$ cat src/rtl/sprite_pkg.sv
// Shared definitions for the sprite position controller: FSM encoding, key
// indices, default frame-interior bounds and per-axis step helpers.
package sprite_pkg;

  typedef enum logic [1:0] {
    StManual = 2'd0,
    StAuto   = 2'd1,
    StPause  = 2'd2
  } sprite_state_e;

  localparam int unsigned NumKeys  = 5;
  localparam int unsigned KeyUp    = 0;
  localparam int unsigned KeyDown  = 1;
  localparam int unsigned KeyLeft  = 2;
  localparam int unsigned KeyRight = 3;
  localparam int unsigned KeyPause = 4;

  // Interior of the blue/green frame drawn by the display stage, for a 31x31 marker.
  localparam int unsigned FrameXMin = 221;
  localparam int unsigned FrameXMax = 549;
  localparam int unsigned FrameYMin = 161;
  localparam int unsigned FrameYMax = 409;

  localparam int unsigned PosW  = 10;
  localparam int unsigned CalcW = 11;

  localparam logic [2:0] HitHold = 3'd7;

  typedef struct packed {
    logic [PosW-1:0] pos;
    logic            dir;  // 1 = +1, 0 = -1
  } axis_t;

  // Bounce step: advance by step in dir, clamp at a wall and flip direction on contact.
  function automatic axis_t bounce_step(input logic [PosW-1:0] pos, input logic dir,
                                        input logic [PosW-1:0] lo, input logic [PosW-1:0] hi,
                                        input logic [3:0] step);
    logic signed [CalcW-1:0] nxt;
    logic signed [CalcW-1:0] lo_s;
    logic signed [CalcW-1:0] hi_s;
    logic signed [CalcW-1:0] step_s;
    axis_t res;
    lo_s   = $signed({1'b0, lo});
    hi_s   = $signed({1'b0, hi});
    step_s = $signed({{(CalcW-4){1'b0}}, step});
    nxt    = dir ? ($signed({1'b0, pos}) + step_s) : ($signed({1'b0, pos}) - step_s);
    res.pos = nxt[PosW-1:0];
    res.dir = dir;
    if (nxt > hi_s) begin
      res.pos = hi;
      res.dir = 1'b0;
    end else if (nxt < lo_s) begin
      res.pos = lo;
      res.dir = 1'b1;
    end else if (nxt == hi_s || nxt == lo_s) begin
      res.dir = ~dir;
    end
    return res;
  endfunction

  // Manual step: opposing keys cancel, result saturates to [lo, hi].
  function automatic logic [PosW-1:0] manual_step(input logic [PosW-1:0] pos, input logic dec,
                                                  input logic inc, input logic [PosW-1:0] lo,
                                                  input logic [PosW-1:0] hi,
                                                  input logic [3:0] step);
    logic signed [CalcW-1:0] nxt;
    logic signed [CalcW-1:0] lo_s;
    logic signed [CalcW-1:0] hi_s;
    logic signed [CalcW-1:0] step_s;
    lo_s   = $signed({1'b0, lo});
    hi_s   = $signed({1'b0, hi});
    step_s = $signed({{(CalcW-4){1'b0}}, step});
    nxt    = $signed({1'b0, pos});
    if (inc && !dec) begin
      nxt = nxt + step_s;
    end else if (dec && !inc) begin
      nxt = nxt - step_s;
    end
    if (nxt > hi_s) begin
      nxt = hi_s;
    end else if (nxt < lo_s) begin
      nxt = lo_s;
    end
    return nxt[PosW-1:0];
  endfunction

endpackage

$ cat src/rtl/key_debounce.sv
// Debouncer for Width active-low keys: 2-flop synchronizer, shared sample strobe every
// DebCycles clocks, "held" when the last two samples are both low, and a one-cycle
// press pulse on the released-to-held transition.
module key_debounce #(
  parameter int unsigned Width     = 5,
  parameter int unsigned DebCycles = 1000000
) (
  input  logic             clk,
  input  logic             rst_n,
  input  logic [Width-1:0] key_n_i,
  output logic [Width-1:0] held_o,
  output logic [Width-1:0] press_o
);

  localparam int unsigned CntW = (DebCycles > 1) ? $clog2(DebCycles) : 1;
  localparam logic [CntW-1:0] CntLast = CntW'(DebCycles - 1);

  logic [Width-1:0] sync1_q, sync2_q;
  logic [Width-1:0] samp_new_q, samp_old_q;
  logic [Width-1:0] held_prev_q;
  logic [CntW-1:0]  cnt_q, cnt_d;
  logic             strobe;
  logic [Width-1:0] held;

  // Free-running sample period counter; strobe on wrap.
  always_comb begin
    strobe = (cnt_q == CntLast);
    cnt_d  = strobe ? '0 : cnt_q + 1'b1;
  end

  // Synchronizer, sample history and previous held state; reset to all released.
  always_ff @(posedge clk or negedge rst_n) begin
    if (!rst_n) begin
      sync1_q     <= '1;
      sync2_q     <= '1;
      samp_new_q  <= '1;
      samp_old_q  <= '1;
      held_prev_q <= '0;
      cnt_q       <= '0;
    end else begin
      sync1_q     <= key_n_i;
      sync2_q     <= sync1_q;
      cnt_q       <= cnt_d;
      held_prev_q <= held;
      if (strobe) begin
        samp_new_q <= sync2_q;
        samp_old_q <= samp_new_q;
      end
    end
  end

  // Held and press decode from registered samples.
  always_comb begin
    held    = ~samp_new_q & ~samp_old_q;
    held_o  = held;
    press_o = held & ~held_prev_q;
  end

endmodule

$ cat src/rtl/sprite_pos_ctrl.sv
// Sprite position controller: produces the top-left corner of the 31x31 marker once per
// frame (on the vsync falling edge), from pushbuttons (manual) or bouncing (auto), with pause.
// Build option: define SPRITE_HIT_FLAG_EN to enable the wall-contact hit flag; otherwise
// hit_o is tied low.
module sprite_pos_ctrl
  import sprite_pkg::*;
#(
  parameter int unsigned X_MIN      = FrameXMin,
  parameter int unsigned X_MAX      = FrameXMax,
  parameter int unsigned Y_MIN      = FrameYMin,
  parameter int unsigned Y_MAX      = FrameYMax,
  parameter int unsigned X_INIT     = 385,
  parameter int unsigned Y_INIT     = 285,
  parameter int unsigned STEP       = 2,
  parameter int unsigned DEB_CYCLES = 1000000
) (
  input  logic               clk,
  input  logic               rst_n,
  input  logic               vsync_i,
  input  logic [NumKeys-1:0] key_n_i,
  input  logic               auto_mode_i,
  output logic [PosW-1:0]    pos_x_o,
  output logic [PosW-1:0]    pos_y_o,
  output logic               frame_tick_o,
  output logic               hit_o
);

  localparam logic [PosW-1:0] XMinP  = PosW'(X_MIN);
  localparam logic [PosW-1:0] XMaxP  = PosW'(X_MAX);
  localparam logic [PosW-1:0] YMinP  = PosW'(Y_MIN);
  localparam logic [PosW-1:0] YMaxP  = PosW'(Y_MAX);
  localparam logic [PosW-1:0] XInitP = PosW'(X_INIT);
  localparam logic [PosW-1:0] YInitP = PosW'(Y_INIT);
  localparam logic [3:0]      StepP  = 4'(STEP);

  logic vs_sync1_q, vs_sync2_q, vs_prev_q;
  logic vs_fall;
  logic frame_tick_q;

  logic [NumKeys-1:0] key_held, key_press;
  logic               pause_evt;

  sprite_state_e state_q, state_d;

  logic [PosW-1:0] pos_x_q, pos_x_d, pos_y_q, pos_y_d;
  logic            dir_x_q, dir_x_d, dir_y_q, dir_y_d;
  logic            flip;
  axis_t           ax, ay;

  key_debounce #(
    .Width     (NumKeys),
    .DebCycles (DEB_CYCLES)
  ) u_key_debounce (
    .clk     (clk),
    .rst_n   (rst_n),
    .key_n_i (key_n_i),
    .held_o  (key_held),
    .press_o (key_press)
  );

  assign pause_evt = key_press[KeyPause];
  // Idle-high reset of the vsync chain avoids a spurious fall out of reset.
  assign vs_fall   = vs_prev_q & ~vs_sync2_q;

  // vsync synchronizer, edge history and registered frame tick.
  always_ff @(posedge clk or negedge rst_n) begin
    if (!rst_n) begin
      vs_sync1_q   <= 1'b1;
      vs_sync2_q   <= 1'b1;
      vs_prev_q    <= 1'b1;
      frame_tick_q <= 1'b0;
    end else begin
      vs_sync1_q   <= vsync_i;
      vs_sync2_q   <= vs_sync1_q;
      vs_prev_q    <= vs_sync2_q;
      frame_tick_q <= vs_fall;
    end
  end

  // Mode FSM next state; dropping auto_mode overrides a coincident pause event.
  always_comb begin
    state_d = state_q;
    case (state_q)
      StManual: if (auto_mode_i) state_d = StAuto;
      StAuto: begin
        if (!auto_mode_i) state_d = StManual;
        else if (pause_evt) state_d = StPause;
      end
      StPause: begin
        if (!auto_mode_i) state_d = StManual;
        else if (pause_evt) state_d = StAuto;
      end
      default: state_d = StManual;
    endcase
  end

  // Mode FSM state register.
  always_ff @(posedge clk or negedge rst_n) begin
    if (!rst_n) state_q <= StManual;
    else        state_q <= state_d;
  end

  // Per-frame motion; position and direction only move on a frame tick.
  always_comb begin
    pos_x_d = pos_x_q;
    pos_y_d = pos_y_q;
    dir_x_d = dir_x_q;
    dir_y_d = dir_y_q;
    flip    = 1'b0;
    ax      = bounce_step(pos_x_q, dir_x_q, XMinP, XMaxP, StepP);
    ay      = bounce_step(pos_y_q, dir_y_q, YMinP, YMaxP, StepP);
    if (frame_tick_q) begin
      case (state_q)
        StManual: begin
          pos_x_d = manual_step(pos_x_q, key_held[KeyLeft], key_held[KeyRight], XMinP, XMaxP,
                                StepP);
          pos_y_d = manual_step(pos_y_q, key_held[KeyUp], key_held[KeyDown], YMinP, YMaxP,
                                StepP);
        end
        StAuto: begin
          pos_x_d = ax.pos;
          pos_y_d = ay.pos;
          dir_x_d = ax.dir;
          dir_y_d = ay.dir;
          flip    = (ax.dir != dir_x_q) || (ay.dir != dir_y_q);
        end
        default: ;
      endcase
    end
  end

  // Position and direction registers.
  always_ff @(posedge clk or negedge rst_n) begin
    if (!rst_n) begin
      pos_x_q <= XInitP;
      pos_y_q <= YInitP;
      dir_x_q <= 1'b1;
      dir_y_q <= 1'b1;
    end else begin
      pos_x_q <= pos_x_d;
      pos_y_q <= pos_y_d;
      dir_x_q <= dir_x_d;
      dir_y_q <= dir_y_d;
    end
  end

`ifdef SPRITE_HIT_FLAG_EN
  logic [2:0] hit_cnt_q, hit_cnt_d;

  // Hit hold counter: reload on any auto-mode flip, count down on later frame ticks.
  always_comb begin
    hit_cnt_d = hit_cnt_q;
    if (flip) begin
      hit_cnt_d = HitHold;
    end else if (frame_tick_q && (hit_cnt_q != 3'd0)) begin
      hit_cnt_d = hit_cnt_q - 3'd1;
    end
  end

  // Hit hold counter register.
  always_ff @(posedge clk or negedge rst_n) begin
    if (!rst_n) hit_cnt_q <= 3'd0;
    else        hit_cnt_q <= hit_cnt_d;
  end

  assign hit_o = (hit_cnt_q != 3'd0);
`else
  logic unused_flip;
  assign unused_flip = flip;
  assign hit_o       = 1'b0;
`endif

  // Pause only uses the press pulse; direction keys only use the held level.
  logic unused_keys;
  assign unused_keys = ^{key_press[KeyRight:KeyUp], key_held[KeyPause]};

  assign pos_x_o      = pos_x_q;
  assign pos_y_o      = pos_y_q;
  assign frame_tick_o = frame_tick_q;

endmodule

$ cat config.mk
export PLATFORM = sky130hd
export DESIGN_NAME = sprite_pos_ctrl
export DESIGN_NICKNAME = d
export VERILOG_FILES = /design/src/rtl/sprite_pkg.sv /design/src/rtl/key_debounce.sv /design/src/rtl/sprite_pos_ctrl.sv
export SDC_FILE = /design/constraint.sdc
export NUM_CORES = 1
export LEC_CHECK = 0
export ABC_AREA = 1
export BUFFER_PORTS_ARGS = -buffer_cell sky130_fd_sc_hd__buf_2
export CAP_MARGIN = 15
export CORE_UTILIZATION = 45
export CTS_CLUSTER_DIAMETER = 200
export DETAILED_ROUTE_END_ITERATION = 10
export GPL_ROUTABILITY_DRIVEN = 0
export PLACE_DENSITY_LB_ADDON = 0.25
export SYNTH_ARGS = -nofsm -noshare
export SYNTH_HDL_FRONTEND = slang
export SYNTH_SLANG_ARGS = --single-unit
export TNS_END_PERCENT = 1
$ cat constraint.sdc
create_clock -name clk -period 2.2 [get_ports clk]
set_input_delay 0.22 -clock clk [delete_from_list [all_inputs] [get_ports clk]]
set_output_delay 0.22 -clock clk [all_outputs]
set_load 0.02 [all_outputs]
; ---- Word level (Yosys, flattened, before mapping)
; Index checks and enable logic that the tools add are counted.
; Widths: inputs -> output; s select.
[op_classes]
n_reduce_logical = 18
addsub = 5
muxes = 31
n_lt_le_gt_ge = 8
n_eq_ne = 10
shifts = 0
n_div = 0
n_mul = 0
n_bitwise = 9
[op_table]
columns = cell, n
row1 = $mux 11, 12
row2 = $mux 10, 6
row3 = $lt 11x9->1 const B, 4
row4 = $pmux 10 s2, 2
row5 = $add 10x2->11 const B, 2
row6 = $eq 11x9->1 const B, 2
row7 = $gt 11x10->1 const B, 2
row8 = $gt 11x11->1 const B, 2
row9 = $sub 10x2->11 const B, 2
row10 = $add 20x1->20 const B, 1
row11 = $eq 20x20->1 const B, 1
row12 = $mux 20, 1
row13 = $not 5->5, 3
row14 = $eq 11x10->1 const B, 1
row15 = $eq 11x11->1 const B, 1
row16 = $and 5x5->5, 2
row17 = $mux 2, 5
row18 = $reduce_and 3->1, 3
row19 = $ne 3x3->1 const B, 2
row20 = $pmux 2 s3, 1
row21 = $reduce_bool 3->1, 2
row22 = $logic_and 1x1->1, 4
row23 = $logic_not 1->1, 4
row24 = $mux 1, 4
row25 = other kinds (9), 12
[word_totals]
word_cells = 96
ramBits = 0
ff_bits = 73
mem_count = 0
in_bits = 9
latchBits = 0
out_inout_bits = 22
mem_bits_ro = 0

; ---- Depth between registers and ports, before layout
[depth]
word_depth = 12
ltp_mapped = 21
mapped_depth_nobuf = 20

; ---- Hierarchy
; Synthesis repeated with hierarchy kept, for this count alone.
[hier_totals]
hier_cells = 872
hier_area_um2 = 5455.2
[modules_own_cells]
columns = module, n_inst, seq_area_each_um2, area_each_um2, cells_per_inst
row1 = sprite_pos_ctrl, 1, 716.9, 3515.9, 653
row2 = key_debounce, 1, 1151.1, 1939.4, 219

; ---- Least setup slack after synthesis
; OpenSTA, ideal clock, no wires.
[synth_timing]
kind = reg-to-reg
from = register pos_x_q[1], in the netlist pos_x_o[1]
to = register pos_x_q[3], in the netlist pos_x_o[3]
t_arrival_ns = 2.210
stages_incl_launch_ff = 19
setup_ns = 0.116
t_required_ns = 2.084
path_buffers = 3
synth_period_minus_slack_ns = 2.326
path_slack_ns = -0.126
path_cell_list = dfrtp_1 > buf_4 > inv_2 > buf_6 > ha_1 > inv_1 > nand2_1 > nand2_1 > a21oi_1 > nand3_1 > o21bai_1 > nand2_1 > a21oi_2 > buf_6 > nand2_1 > nand3_1 > nand2_1 > nand2_1 > nand2_1
[synth_between]
elab_chain_cells = 9
word_cells_on_any_way = 16
[synth_lines]
columns = element, line_no
row1 = from (decl), sprite_pos_ctrl.sv:45  ; logic [PosW-1:0] pos_x_q, pos_x_d, pos_y_q, pos_y_d;
row2 = from (signal assigned), sprite_pos_ctrl.sv:135  ; pos_x_q <= XInitP;
row3 = from (signal assigned), sprite_pos_ctrl.sv:140  ; pos_x_q <= pos_x_d;
row4 = $sub 10x2->11, "sprite_pkg.sv:46, sprite_pkg.sv:77"
row5 = $mux 11, sprite_pkg.sv:76  ; end else if (dec && !inc) begin
row6 = $mux 11, sprite_pkg.sv:74  ; if (inc && !dec) begin
row7 = $mux 11, sprite_pos_ctrl.sv:113  ; case (state_q)
row8 = $mux 11, sprite_pos_ctrl.sv:112  ; if (frame_tick_q) begin
row9 = $lt 11x9->1, sprite_pkg.sv:81  ; end else if (nxt < lo_s) begin
row10 = $mux 10, sprite_pkg.sv:81
row11 = $mux 10, sprite_pkg.sv:79  ; if (nxt > hi_s) begin
row12 = $pmux 10 s2 *, sprite_pos_ctrl.sv:113
; Every way passes the cells marked *; elsewhere a longest branch is shown, timed or not. The select of a mux whose other input is x is not followed.
; A chain may end at the register's enable or synchronous reset.

; ---- Worst setup path after layout
[layout_timing]
from = register pos_x_q[2], in the netlist pos_x_o[2]
to = register pos_x_q[5], in the netlist pos_x_o[5]
; The elaborated chain is that of the path after synthesis.

==> results.md <==
Outcome:
- The flow ran to the end, but the final reports show violations.
- The checks that failed: setup timing.

GRT:
- The via count of the first global-routing pass came to around 5300.
- The maximum number of pins on one net before global-route repair is between 50 and 60.
- The first global-routing pass estimated 24900 um of wire.
- The aggregate global routing overflow is 0.
- The number of antenna violations at the first check in global routing is 0.
- The all-layer global routing usage is 24.9%.

Worst hold path:
- The hold-critical path endpoint is state_q[0].
- Along the worst hold path, the cell count comes to 3.
- The worst hold path begins at auto_mode_i.
- The tightest min-delay check is of the input port to flip-flop type.

Place:
- Timing analysis after detailed placement gives a worst setup slack of -0.137 ns.
- Buffers placed on the I/O ports in this run total 29.
- The placed instance count is 1089.
- The half-perimeter wire length after detailed placement is around 12000 um.

Logic synthesis:
- The number of nets handed over by synthesis was between 800 and 900.
- The commonest cells after synthesis are 322 x nand2_1, 105 x nand3_1, 96 x inv_1.
- The share of flip-flops with an asynchronous set or reset after synthesis is 100%.
- The most common flop cell mapped by yosys is dfrtp_1.
- The share of synthesized area occupied by flip-flops and latches is 32.8%.
- The library cell with the largest summed area after synthesis is nand2_1.
- Synthesis inferred 69 register bits.
- Synthesis produced between 800 and 900 cells.
- The synthesized area per cell is 6.25 um^2.
- The number of synthesized flops with an enable pin is 0.
- After synthesis, the cell types taking the most area are nand2_1 22%, dfrtp_1 17%, dfstp_2 16%.
- Yosys printed 0 warnings.
- The mapped netlist covers ~5400 um^2.
- The count of different cell masters after synthesis is 46.
- nand2_1 is the most common cell in the netlist.
- The synthesized design devotes to its leading area cell type ~22% of total area.

Critical path:
- The endpoint identified for the worst register-to-register timing path is pos_x_o[5].
- The number of cells on the worst reg-to-reg path is 18.
- In this run the register-to-register setup slack is -0.01 ns.
- The class of the most critical setup path is flip-flop to flip-flop.
- Data arrives at the worst endpoint at between 2 and 2.5 ns.
- The reg-to-reg startpoint is pos_x_o[2].
- The data required time of the worst path is between 2 and 2.5 ns.
- The worst setup path is captured at a flip-flop.
- The critical path launch point type is a flip-flop.
- The maximum fanout encountered on the critical timing path is 8.

Clock network:
- The clock-pin slew reported for the worst setup and hold paths after clock tree synthesis is 0.05 ns.
- TritonCTS built the clock tree.
- The clock passes through at most 2 buffers.
- The H-tree generated during clock tree synthesis spans 3 levels.
- The clock reaches the later pin of the worst-skew pair after between 0.3 and 0.4 ns.
- TritonCTS created 9 clock buffers.
- CTS placed an instance of clkbuf_16 at the clock tree root.
- Counting every sink on the clock net gives 69.

Final layout:
- The proportion of layout cells with a drive suffix above 1 is about a quarter.
- The net count of the finished layout is 981.
- Leaving out filler cells and counting taps, the final layout contains 1115.
- The antenna diode count is 0.
- From synthesis to final layout, the design area changed by 25.6%.

Power and ir drop:
- Summed over all cells, the static leakage comes to roughly 0.0035 uW.
- In this run the power density over the cells is ~1300 nW/um^2.
- Across the VDD grid, the largest voltage drop is 0.564 mV.

Timing:
- Setup repair after global routing could not meet its margin everywhere.
- The final setup violation count is 4.
- The max-slew violation count is 0.
- In the post-route analysis, the smallest setup slack over all paths is -0.0144 ns.
- The clock period minus final worst setup slack is about 2.2 ns.
- Of the available clock period, the critical path in the final layout requires 101%.
- The upper clock frequency limit is between 400 and 500 MHz.
- Across the routed clock network, the largest skew measured is approximately 0.0093 ns.
- The final count of hold timing violations was 0.

Floorplanning:
- The initialized floorplan defines 39 standard-cell rows.
- The die area is 12400 um^2.
- For this configuration, the core starts out at a cell density of a little under half.
- For this design the top-level I/O count stands at 31.
- The die height is approximately 110 um.
- Measured along the x axis, the die boundary spans approximately 110 um.
- The area of the core is roughly 12000 um^2.

Routing:
- Summed over all layers, the routed wires come to approximately 15000 um.
- In the routed design, unresolved DRC markers number 0.
- The average vias per placed instance is between 5 and 6.
- The detailed-route via count is 5690.
- For this block, the initial DRC count from the detailed router was about 500.
- The detailed-route wire length per cell is roughly 13 um.
- The first detailed-routing pass took 5 iterations.
- The post-route antenna net violation count is 0.

Flow run:
- The number of max-cap violations is 0.
==> layout by cell type, fill, tap and decap left out, drive strengths merged, types with 2 or more instances in the layout <==
cell type,n
buf,113
dlygate4sd3,7
xor2,5
clkbuf,11
a21oi,19
nor2,94
nor4,5
dfstp,33
ha,5
nor3,15
o211ai,5
clkinv,5
o21ai,25
nand4,19
dfrtp,36
inv,108
nand2,335
nand3b,2
nor3b,3
o21a,2
nand3,109
a31oi,4
==> worst max-delay path by stage <==
stage,start,to,slack [ns],cells past startpoint
2_1_floorplan,pos_y_o[1],pos_y_o[1],-0.01,20
3_3_place_gp,pos_y_o[2],pos_y_o[5],-0.09,18
3_5_place_dp,pos_y_o[2],pos_y_o[5],-0.14,18
4_1_cts,pos_y_o[2],pos_y_o[7],-0.01,20
5_1_grt,pos_y_o[2],pos_y_o[5],-0.21,18
6_report,pos_x_o[2],pos_x_o[5],-0.01,18
==> critical path, cell delays in order, from the launching register on <==
cell and delay [ns]:
dfrtp_2 0.40, buf_4 0.17, nand2_2 0.09, nor2_2 0.15, nand2_1 0.10, nand2_2 0.09, nand3_2 0.06, nand2_2 0.13
inv_2 0.06, nor2_2 0.12, nand2_1 0.08, a21oi_2 0.15, buf_4 0.16, nand2_1 0.05, nand2_1 0.06, nand2_1 0.05
nand2_1 0.06, nand2_1 0.08, nand2_1 0.08
==> logic make-up after synthesis <==
group | share of synthesized area [%]
AOI/OAI and AO/OA | 6.53
xor gates and xnor gates | 0.976
adders and majority gates | 1.16
buffers and inverters | 10.8
DFF | 32.8
muxes | 0.186
other | 0.0696
and+or+nand+nor | 47.5
==> registers in the layout (all words and copies together), names as in the netlist, 2 cells and up <==
| name | count |
|---|---|
| u_key_debounce.sync2_q | 5 |
| state_q | 2 |
| u_key_debounce.samp_new_q | 5 |
| pos_y_o | 10 |
| u_key_debounce.sync1_q | 5 |
| u_key_debounce.samp_old_q | 5 |
| u_key_debounce.cnt_q | 20 |
| pos_x_o | 10 |
==> per-layer routing <==
metal,global-route usage (%),share of wire (%),vias to the layer above
met5,0,0,-
met4,9.01,2.9,0
met3,4.14,5.2,32
met2,38.8,44,157
met1,34.9,48,2552
li1,-,-,2949
==> final cells by class <==
type	instances	area, um^2
fill	1119	4750
multi-input combinational	657	3220
sequential	69	1770
timing repair buffer	120	871
inverter	110	418
clock buffer	11	243
tap	143	179
clock inverter	5	60.1
==> power breakdown <==
part / switching, uW / internal, uW / leakage [uW] / total [uW]
Clock: 532 / 912 / 0.000146 / 1440
Combinational: 3310 / 2080 / 0.00257 / 5390
Sequential: 288 / 1500 / 0.000802 / 1790
Total: 4130 / 4490 / 0.00352 / 8620
==> through the flow <==
stage               hold slack [ns]  area, um^2  TNS (ns)  power, uW  util, %
detailed placement            0.183        6190    -0.908       6760     53.8
global route                  0.140        6760     -3.05       9370     58.7
floorplan                   -0.0756        5410   -0.0240       5080        -
global placement              0.181        6190    -0.618       6780     53.8
CTS                           0.128        6600   -0.0295       8330     57.3
finish                        0.140        6760   -0.0327       8620     58.7
==> what timing repair did <==
item,4_1_cts,5_1_grt
setup endpoints to repair,10,23
pin swaps,3,13
resized for setup,10,45
buffers inserted,0,3
hold buffers,7,0
endpoints found under the hold margin,17,0
No activity file was read; power rests on OpenSTA's default activity.
